<file path="src/rtl/feetech_move_scheduler_pkg.sv">
// Shared types and defaults for the Feetech servo move scheduler.
// Duty values are PWM high-time in clock cycles.
package feetech_pkg;

  typedef enum logic [1:0] {
    ST_IDLE,
    ST_MOVE,
    ST_SETTLE,
    ST_FINISH
  } state_e;

  localparam logic DIR_EXTEND  = 1'b1;
  localparam logic DIR_RETRACT = 1'b0;

  localparam logic [31:0] DEF_DUTY_NEUTRAL = 32'd75000;
  localparam logic [31:0] DEF_DUTY_FWD     = 32'd60000;
  localparam logic [31:0] DEF_DUTY_REV     = 32'd90000;

  function automatic logic [31:0] driveDuty(input logic dir,
                                            input logic [31:0] fwd,
                                            input logic [31:0] rev);
    return (dir == DIR_RETRACT) ? rev : fwd;
  endfunction

endpackage

</file>
<file path="src/rtl/feetech_move_scheduler_rr_arbiter.sv">
// Round-robin arbiter: picks the first pending request at or after the pointer,
// wrapping around, and reports it both one-hot and as an index.
module rr_arbiter #(
  parameter  int unsigned NREQ = 2,
  localparam int unsigned IDXW = $clog2(NREQ)
) (
  input  logic [NREQ-1:0] req_i,
  input  logic [IDXW-1:0] ptr_i,
  output logic [NREQ-1:0] grant_o,
  output logic [IDXW-1:0] idx_o,
  output logic            valid_o
);

  int              sum;
  logic [IDXW-1:0] cand;
  logic            found;

  always_comb begin
    grant_o = '0;
    idx_o   = '0;
    found   = 1'b0;
    sum     = 0;
    cand    = '0;
    for (int off = 0; off < int'(NREQ); off++) begin
      sum = int'(ptr_i) + off;
      if (sum >= int'(NREQ)) sum = sum - int'(NREQ);
      cand = IDXW'(sum);
      if (!found && req_i[cand]) begin
        found         = 1'b1;
        grant_o[cand] = 1'b1;
        idx_o         = cand;
      end
    end
  end

  assign valid_o = found;

endmodule

</file>
<file path="src/rtl/feetech_move_scheduler.sv">
// Shares one continuous-rotation servo between requesters: round-robin grant,
// one timed drive then a neutral settle per grant, redundant moves refused.
module feetech_move_scheduler
  import feetech_pkg::*;
#(
  parameter int unsigned NREQ          = 2,
  parameter logic [31:0] DUTY_NEUTRAL  = DEF_DUTY_NEUTRAL,
  parameter logic [31:0] DUTY_FWD      = DEF_DUTY_FWD,
  parameter logic [31:0] DUTY_REV      = DEF_DUTY_REV,
  parameter logic [31:0] MOVE_CYCLES   = 32'd100000000,
  parameter logic [31:0] SETTLE_CYCLES = 32'd5000000
) (
  input  logic            clk,
  input  logic            reset,
  input  logic [NREQ-1:0] req_valid,
  input  logic [NREQ-1:0] req_dir,
  input  logic            abort,
  output logic [NREQ-1:0] req_ready,
  output logic [NREQ-1:0] done,
  output logic [NREQ-1:0] rejected,
  output logic            aborted,
  output logic [31:0]     duty,
  output logic            busy,
  output logic            position
);

  localparam int unsigned IDXW = $clog2(NREQ);

  state_e          state_q, state_d;
  logic [31:0]     count_q, count_d;
  logic [31:0]     duty_q, duty_d;
  logic [NREQ-1:0] grant_q, grant_d;
  logic [NREQ-1:0] ready_q, ready_d;
  logic [NREQ-1:0] rejected_q, rejected_d;
  logic [NREQ-1:0] done_q, done_d;
  logic [IDXW-1:0] grantIdx_q, grantIdx_d;
  logic [IDXW-1:0] rrPtr_q, rrPtr_d;
  logic            dir_q, dir_d;
  logic            position_q, position_d;
  logic            aborted_q, aborted_d;
  logic            abortFlag_q, abortFlag_d;
  logic            rejPend_q, rejPend_d;

  logic [NREQ-1:0] arbGrant;
  logic [IDXW-1:0] arbIdx;
  logic            arbValid;

  rr_arbiter #(.NREQ(NREQ)) u_arb (
    .req_i   (req_valid),
    .ptr_i   (rrPtr_q),
    .grant_o (arbGrant),
    .idx_o   (arbIdx),
    .valid_o (arbValid)
  );

  always_ff @(posedge clk or negedge reset) begin
    if (!reset) begin
      state_q     <= ST_IDLE;
      count_q     <= '0;
      duty_q      <= DUTY_NEUTRAL;
      grant_q     <= '0;
      ready_q     <= '0;
      rejected_q  <= '0;
      done_q      <= '0;
      grantIdx_q  <= '0;
      rrPtr_q     <= '0;
      dir_q       <= 1'b0;
      position_q  <= 1'b0;
      aborted_q   <= 1'b0;
      abortFlag_q <= 1'b0;
      rejPend_q   <= 1'b0;
    end else begin
      state_q     <= state_d;
      count_q     <= count_d;
      duty_q      <= duty_d;
      grant_q     <= grant_d;
      ready_q     <= ready_d;
      rejected_q  <= rejected_d;
      done_q      <= done_d;
      grantIdx_q  <= grantIdx_d;
      rrPtr_q     <= rrPtr_d;
      dir_q       <= dir_d;
      position_q  <= position_d;
      aborted_q   <= aborted_d;
      abortFlag_q <= abortFlag_d;
      rejPend_q   <= rejPend_d;
    end
  end

  // A rejected grant spends two cycles in FINISH so its done pulse trails rejected by one.
  always_comb begin
    state_d     = state_q;
    count_d     = count_q;
    duty_d      = duty_q;
    grant_d     = grant_q;
    grantIdx_d  = grantIdx_q;
    rrPtr_d     = rrPtr_q;
    dir_d       = dir_q;
    position_d  = position_q;
    abortFlag_d = abortFlag_q;
    rejPend_d   = rejPend_q;
    ready_d     = '0;
    rejected_d  = '0;
    done_d      = '0;
    aborted_d   = 1'b0;
    unique case (state_q)
      ST_IDLE: begin
        if (arbValid) begin
          grant_d     = arbGrant;
          grantIdx_d  = arbIdx;
          dir_d       = req_dir[arbIdx];
          ready_d     = arbGrant;
          abortFlag_d = 1'b0;
          count_d     = '0;
          if (req_dir[arbIdx] == position_q) begin
            rejected_d = arbGrant;
            rejPend_d  = 1'b1;
            state_d    = ST_FINISH;
          end else begin
            duty_d  = driveDuty(req_dir[arbIdx], DUTY_FWD, DUTY_REV);
            state_d = ST_MOVE;
          end
        end
      end
      ST_MOVE: begin
        if (abort) begin
          duty_d      = DUTY_NEUTRAL;
          abortFlag_d = 1'b1;
          count_d     = '0;
          state_d     = ST_SETTLE;
        end else if (count_q == MOVE_CYCLES - 32'd1) begin
          duty_d     = DUTY_NEUTRAL;
          position_d = dir_q;
          count_d    = '0;
          state_d    = ST_SETTLE;
        end else begin
          count_d = count_q + 32'd1;
        end
      end
      ST_SETTLE: begin
        if (count_q == SETTLE_CYCLES - 32'd1) begin
          done_d    = grant_q;
          aborted_d = abortFlag_q;
          count_d   = '0;
          state_d   = ST_FINISH;
        end else begin
          count_d = count_q + 32'd1;
        end
      end
      ST_FINISH: begin
        if (rejPend_q) begin
          rejPend_d = 1'b0;
          done_d    = grant_q;
          aborted_d = abortFlag_q;
        end else begin
          rrPtr_d = (grantIdx_q == IDXW'(NREQ - 1)) ? '0 : grantIdx_q + IDXW'(1);
          count_d = '0;
          state_d = ST_IDLE;
        end
      end
      default: state_d = ST_IDLE;
    endcase
  end

  assign req_ready = ready_q;
  assign rejected  = rejected_q;
  assign done      = done_q;
  assign aborted   = aborted_q;
  assign duty      = duty_q;
  assign position  = position_q;
  assign busy      = (state_q != ST_IDLE);

endmodule
</file>
<file path="config.mk">
export PLATFORM = sky130hd
export DESIGN_NAME = feetech_move_scheduler
export DESIGN_NICKNAME = d
export VERILOG_FILES = /design/src/rtl/feetech_move_scheduler_pkg.sv /design/src/rtl/feetech_move_scheduler_rr_arbiter.sv /design/src/rtl/feetech_move_scheduler.sv
export SDC_FILE = /design/constraint.sdc
export NUM_CORES = 1
export LEC_CHECK = 0
export CAP_MARGIN = 20
export CORE_UTILIZATION = 54
export CTS_CLUSTER_DIAMETER = 120
export DETAILED_ROUTE_END_ITERATION = 6
export GPL_ROUTABILITY_DRIVEN = 0
export GPL_TIMING_DRIVEN = 0
export PLACE_DENSITY = 0.84
export SLEW_MARGIN = 20
export SYNTH_ARGS = -nofsm -noshare
export SYNTH_HDL_FRONTEND = slang
export SYNTH_SLANG_ARGS = --single-unit
</file>
<file path="constraint.sdc">
create_clock -name clk -period 3 [get_ports clk]
set_input_delay 0.3 -clock clk [delete_from_list [all_inputs] [get_ports clk]]
set_output_delay 0.3 -clock clk [all_outputs]
set_load 0.02 [all_outputs]
</file>
**Word-level counts from Yosys, hierarchy flattened**

Index checks and enable logic that the tools add are counted.

- Add/sub/neg operators: 5
- Multiply operators: 0
- Divide/modulo/power cells: 0
- Order comparisons: 7
- Equality and inequality tests: 13
- Shift-type cells: 0
- Mux-type cells: 55
- Bitwise gates (word level): 3
- Reductions and logical operators: 16

Operators by type and width:

| cell | number |
|---|---|
| $mux 32 | 9 |
| $pmux 32 s4 | 1 |
| $pmux 32 s2 | 1 |
| $add 32x1->32 const B | 1 |
| $eq 32x23->1 const B | 1 |
| $eq 32x27->1 const B | 1 |
| $mux 2 | 15 |
| $mux 1 | 21 |
| $mux 17 | 1 |
| $ne 2x2->1 const B | 6 |
| $reduce_and 3->1 | 3 |
| $pmux 2 s4 | 1 |
| $reduce_and 4->1 | 2 |
| $lt 1x2->1 const B | 3 |
| $pmux 1 s2 | 3 |
| $reduce_and 2->1 | 3 |
| $reduce_bool 2->1 | 3 |
| $eq 2x2->1 const B | 2 |
| $pmux 2 s2 | 1 |
| $logic_and 1x1->1 | 3 |
| $ne 3x3->1 const B | 1 |
| $add 1x1->2 const B | 1 |
| $demux 1 s1 | 2 |
| $eq 2x1->1 const B | 1 |
| 10 further kinds | 13 |

- Register bits after elaboration: 81
- Bits in latches: 0
- RAM bits: 0
- Memory bits (read-only): 0
- Bits of input ports: 7
- Output and inout port bits: 41
- Logic and storage cells: 113
- Memories kept: 0

**Depth between registers and ports, before layout**

Gate-level depths: netlist of run 1.

- Depth after elaboration: 14
- Mapped depth: 9

**By module**

Synthesis of run 1 repeated with hierarchy kept, for this count alone.

- Cell total of the unflattened synthesis: 328
- Area total of the unflattened synthesis: 3098.0 µm²

By module, submodules not included:

| module | instances | cells an instance | area each (µm²) |
|---|---|---|---|
| feetech_move_scheduler | 1 | 323 | 3065.4 |
| rr_arbiter | 1 | 5 | 32.5 |

**Least setup slack after synthesis of run 1**

OpenSTA, ideal clock, no wires.

- Kind: reg2reg
- Start: register state_q[0]
- End: register count_q[4]
- Setup time: 0.121 ns
- Arrival: 1.983 ns
- Required time: 2.879 ns
- Slack: 0.896 ns
- Stages on the path, launching flop included: 8
- Path through: dfrtp_1 > inv_1 > ha_1 > or3b_2 > nand2_1 > clkbuf_1 > nor2_1 > a22o_1

- Longest elaborated chain between the ends: 3
- Elaborated cells between the ends (all ways): 8
- Classes of those cells: eq/ne (5); mux (1); reduce/logical (2)

RTL lines:

| what | line | text |
|---|---|---|
| from (decl) | feetech_move_scheduler.sv:29 | `state_e state_q, state_d;` |
| from (signal assigned) | feetech_move_scheduler.sv:73 | `state_q <= state_d;` |
| $eq 2x2->1 or $logic_not 2->1 (tied branches) | feetech_move_scheduler.sv:106 | `unique case (state_q)` |
| $ne 2x2->1 (no line) | - |  |
| $reduce_and 2->1 (no line) | - |  |
| to (signal assigned) | feetech_move_scheduler.sv:74 | `count_q <= count_d;` |
| to (decl) | feetech_move_scheduler.sv:30 | `logic [31:0] count_q, count_d;` |

Several ways; a longest one is shown, not always the timed one.
A chain may end at the register's enable or synchronous reset.

**Worst setup path after layout of run 1**

Ends and elaborated chain as after synthesis.

==> results.yml, run 1 <==
timing:
  finalSetupTns_ns: 0
  fin_skew_ns: 0.0122
  fin_crit_sh_pct: 85.9
  hold_violations: 0
  drv_slew: 0
  finalSetupViolations: 0
  rsz0062_at_grt: "no"
  relSlewSlack_pct: 51.0
  whs_ns: 0.0279
  timing.final.crit_period_ns: 2.58
  worstMarginPinSlew_ns: 0.735
  max_freq_mhz: 388
critical_path:
  crit_type: "register to register"
  cp-start-kind: "register"
  cp-end-kind: "register"
  r2r-start: "state_q[0]"
  worst_r2r_path_depth: 7
  arrival_ns: 2.78
  setup.worst_path.start: "state_q[0]"
  crit_required_ns: 3.20
  critical_path.max_fanout: 10
finish:
  n_antenna_cell: 0
  syn_to_final_growth_pct: 17.5
  drive_gt1_share_pct: 13.5
  final_nets: 388
  num-fill-cells: 479
  final_area_mm2: 0.00359
floorplan:
  die-area_mm2: 0.00596
  rows: 27
  core_area_mm2: 0.00547
  dieHeight_um: 77.2
  start_util_pct: 55.8
  io_pins: 48
  die_w_um: 77.2
cts:
  clk_latency_ns: 0.32
  cts_buffer_depth: 2
  numCtsBuffers: 5
  htreeDepth: 2
  cts_sinks: 55
  cts_resized: 0
  clk_pin_slew_worst_paths_ns: 0.10
  cts_tree: "done"
  postCtsSetupBuffers: 0
  hold_buffers: 0
  cts_root_buffer: "clkbuf_8"
yosys:
  synth_most_common_cell: "dfrtp_1"
  synth_area_mm2: 0.00306
  syn_avg_cell_area_um2: 9.43
  synth_top_area_cell: "dfrtp_1"
  ys_ff_latch: 55
  async_flop_share_pct: 100
  synth-main-ff-cell: "dfrtp_1"
  ys_top_cells_by_count: "52 x dfrtp_1, 32 x nor2_1, 30 x nand2_1"
  synth-edff-count: 0
  ys_warn_count: 0
  yosysUniqueCellTypes: 49
  synthCells: 324
  yosysTopAreaCellShare_pct: 42.6
  synth_area_leaders: "dfrtp_1 43%, buf_4 6.6%, xor2_1 4.6%"
  seq_area_frac_synth_pct: 45.2
drt:
  vias_per_cell: 5.25
  wl_mm: 6.21
  drc: 0
  drt-initial-drc-count: 104
  ant_nets: 0
  dr.pass1.iters: 4
  num_vias: 2356
  avgRoutedWirePerCell_um: 13.8
job:
  cap_violations: 0
power:
  p_leak_nw: 1.65
  power_density_mw_per_mm2: 772
  ir_worst_vdd_mv: 0.599
global_routing:
  grt_pass1_wl_mm: 10.4
  antenna_found_initial: 0
  overflow: 0
  grt_pass1_vias: 2310
  grt_usage_pct: 22.0
  grt_max_degree: 56
placed_design:
  hpwl_mm: 4.39
  place_area_mm2: 0.00349
  port_buffers: 28
worst_hold_path:
  min_path_type: "input port to asynchronous set/reset pin"
status:
  status: "finished clean"
[cells in the final DEF, fill, tap and decap left out, types with 4 or more instances in the layout]
master	Yosys	final
nor2b_1	9	9
xor2_1	16	16
dfrtp_1	52	52
nand4_1	7	7
o2bb2ai_1	5	5
o21ai_0	12	12
and2_1	6	6
or3_1	4	4
conb_1	1	18
clkdlybuf4s50_1	0	27
ha_1	5	5
buf_4	27	28
nor3_1	9	9
nor2_1	32	32
and3_1	8	8
nand3_1	14	14
a21oi_1	20	20
o21ai_1	4	4
inv_1	7	7
nand2_1	30	30
a22o_1	5	5
clkbuf_8	0	7
[sequential cells by signal (all words and copies together), names as in the netlist]
signal       cells
abortFlag_q      1
position         1
rejPend_q        1
grant_q          2
rrPtr_q          1
done             2
req_ready        2
dir_q            1
count_q         32
rejected         2
state_q          2
duty             6
grantIdx_q       1
aborted          1
[cell type report]
type	count	area [µm²]	share of cell area [%]
sequential	55	1380	38.4
timing repair buffer	28	278	7.74
clock buffer	7	96.3	2.68
multi-input combinational	245	1470	41.0
inverter	7	26.3	0.732
clock inverter	1	7.51	0.209
buffer	34	240	6.69
tap	72	90.1	2.51
[final timing paths]
check                               to  slack (ns)
max                         count_q[4]        0.42
min                         count_q[5]        0.03
max reg2reg                 count_q[4]        0.42
min reg2reg                    rrPtr_q        0.49
max in group asynchronous  count_q[17]        2.53
min in group clk           rejected[1]        0.33
[routing by layer]
| layer | vias up | track usage (%) | wire length [µm] |
|---|---|---|---|
| met5 | - | 0 | 0 |
| met4 | 0 | 7.36 | 65 |
| met3 | 8 | 3.69 | 231 |
| met2 | 47 | 38.3 | 3130 |
| met1 | 1113 | 27.5 | 2780 |
| li1 | 1188 | - | - |
[where the power goes]
part	switching [mW]	internal, mW
sequential	0.106	0.888
clock	0.252	0.211
combinational	0.738	0.577
[metrics by stage]
step / utilization (%) / setup slack [ns] / power [mW] / instances
finish: 65.6 / 0.422 / 2.77 / 449
global route: 65.6 / 0.299 / 2.94 / 449
floorplan: - / 0.896 / 1.87 / 341
global placement: 63.8 / -0.000609 / 2.27 / 441
CTS: 65.6 / 0.445 / 2.78 / 449
detailed placement: 63.7 / 0.423 / 2.32 / 441
[logic make-up (layout without fill, tap and decap cells)]
group                      after synthesis  in the layout  share of synthesized area [%]
and+or+nand+nor                        142            142                           25.1
AOI/OAI and AO/OA                       57             57                           12.0
DFF                                     55             55                           45.2
buffers and inverters                   41             77                           8.72
xor gates and xnor gates                18             18                           5.16
adders and majority gates                5              5                           2.05
muxes                                    5              5                           1.72
other                                    1             18                          0.123
[worst max-delay path: stages, from the launching register on]
cell	delay [ns]
dfrtp_1	0.42
inv_1	0.12
ha_1	0.26
or3b_2	0.51
nand2_1	0.25
clkbuf_1	0.44
nor2_1	0.21
a22o_1	0.25
Power figures use the tool's default switching activity.
==> run 2, diff against run 1 <==
Settings changed: HOLD_SLACK_MARGIN from default to 0.15.
Clock period 3 ns to 2.8 ns, I/O delays scaled along.
==> results.yml, run 2 (same netlist as run 1, synthesis figures left out) <==
status:
  status: "finished clean"
timing:
  rsz0062_at_grt: "no"
  fin_crit_sh_pct: 92.2
  relSlewSlack_pct: 51.2
  hold_violations: 0
  whs_ns: 0.308
  finalSetupViolations: 0
  fin_skew_ns: 0.0106
  max_freq_mhz: 387
  worstMarginPinSlew_ns: 0.732
  drv_slew: 0
  finalSetupTns_ns: 0
  timing.final.crit_period_ns: 2.58
critical_path:
  critical_path.max_fanout: 10
  crit_required_ns: 3.00
  crit_type: "register to register"
  cp-start-kind: "register"
  arrival_ns: 2.78
  cp-end-kind: "register"
drt:
  wl_mm: 6.20
  drt-initial-drc-count: 136
  num_vias: 2378
  vias_per_cell: 5.28
  ant_nets: 0
  drc: 0
  avgRoutedWirePerCell_um: 13.8
  dr.pass1.iters: 4
power:
  finalPower_mw: 2.97
  ir_worst_vdd_mv: 0.643
  p_leak_nw: 1.65
  power_density_mw_per_mm2: 824
finish:
  syn_to_final_growth_pct: 17.9
  largest_reg_flops: 32
  top_register: "count_q"
  n_antenna_cell: 0
  post-route-util_pct: 65.8
  drive_gt1_share_pct: 13.5
  final_common_cell: "dfrtp_1"
  final_cell_mix: "52 x dfrtp_1, 32 x nor2_1, 30 x nand2_1"
  final_area_mm2: 0.00360
  final_nets: 389
cts:
  clk_latency_ns: 0.31
  cts_resized: 0
  numCtsBuffers: 5
  cts_sinks: 55
  htreeDepth: 2
  cts_tree: "done"
  postCtsSetupBuffers: 0
  clk_pin_slew_worst_paths_ns: 0.10
  cts_buffer_depth: 2
  cts_root_buffer: "clkbuf_8"
global_routing:
  antenna_found_initial: 0
  grt_pass1_vias: 2322
  grt_usage_pct: 22.1
  grt_pass1_wl_mm: 10.5
  grt_max_degree: 56
  overflow: 0
floorplan:
  start_util_pct: 55.8
  core_area_mm2: 0.00547
  die-area_mm2: 0.00596
  die_w_um: 77.2
  dieHeight_um: 77.2
  rows: 27
  io_pins: 48
placed_design:
  port_buffers: 28
  hpwl_mm: 4.39
  place_area_mm2: 0.00349
job:
  cap_violations: 0
worst_hold_path:
  min_path_type: "input port to register"
## run 2: changes by cell type in the layout (fill, tap and decap cells not counted), sizes merged
cell / before / now
dlygate4sd3: 0 / 1
## run 2: area by class of cell
| cell class | instances | area, µm² |
|---|---|---|
| fill | 478 | 1870 |
| buffer | 34 | 240 |
| inverter | 7 | 26.3 |
| multi-input combinational | 245 | 1470 |
| tap | 72 | 90.1 |
| sequential | 55 | 1380 |
| clock inverter | 1 | 7.51 |
| clock buffer | 7 | 96.3 |
| timing repair buffer | 29 | 288 |
## run 2: repair_timing
action                     4_1_cts  5_1_grt
hold endpoints to repair        52        0
setup endpoints to repair        0        0
hold buffers                     1        0
## run 2: path summary, 6_finish.rpt
kind                              startpoint           to  slack, ns  depth (start not counted)
worst max-delay path              state_q[0]   count_q[4]       0.22                          7
worst min-delay path            req_valid[1]  rejected[1]       0.31                          3
worst max register to register    state_q[0]   count_q[4]       0.22                          7
worst min register to register       duty[3]      duty[3]       0.49                          2
max in group asynchronous              reset      aborted       1.80                          2
min in group asynchronous              reset  count_q[23]       0.56                          2
## run 2: critical path, cell delays in order (launching register included)
cell      delay (ns)
dfrtp_1         0.42
inv_1           0.12
ha_1            0.26
or3b_2          0.51
nand2_1         0.25
clkbuf_1        0.44
nor2_1          0.21
a22o_1          0.25
## run 2: power breakdown
part | internal, mW | switching [mW]
registers | 0.952 | 0.115
logic | 0.620 | 0.792
clock network | 0.226 | 0.263
total | 1.80 | 1.17
## run 2: stage by stage
step	cells	worst slack [ns]
finish	450	0.218
floorplan	341	0.696
global route	450	0.0987
detailed placement	441	0.243
CTS	450	0.245
global placement	441	-0.181
## run 2: per-layer routing
metal | GRT usage, % | vias up | share of wire, %
met3 | 3.69 | 9 | 3.1
met4 | 7.36 | 0 | 1.1
li1 | - | 1192 | -
met5 | 0 | - | 0
met1 | 27.5 | 1133 | 45
met2 | 38.5 | 44 | 51
==> run 3, diff against run 2 <==
Settings changed: ABC_CLOCK_PERIOD_IN_PS from default to 2800.
==> results of run 3 <==
No change in the layout: final DEF, timing and power equal those of run 2.
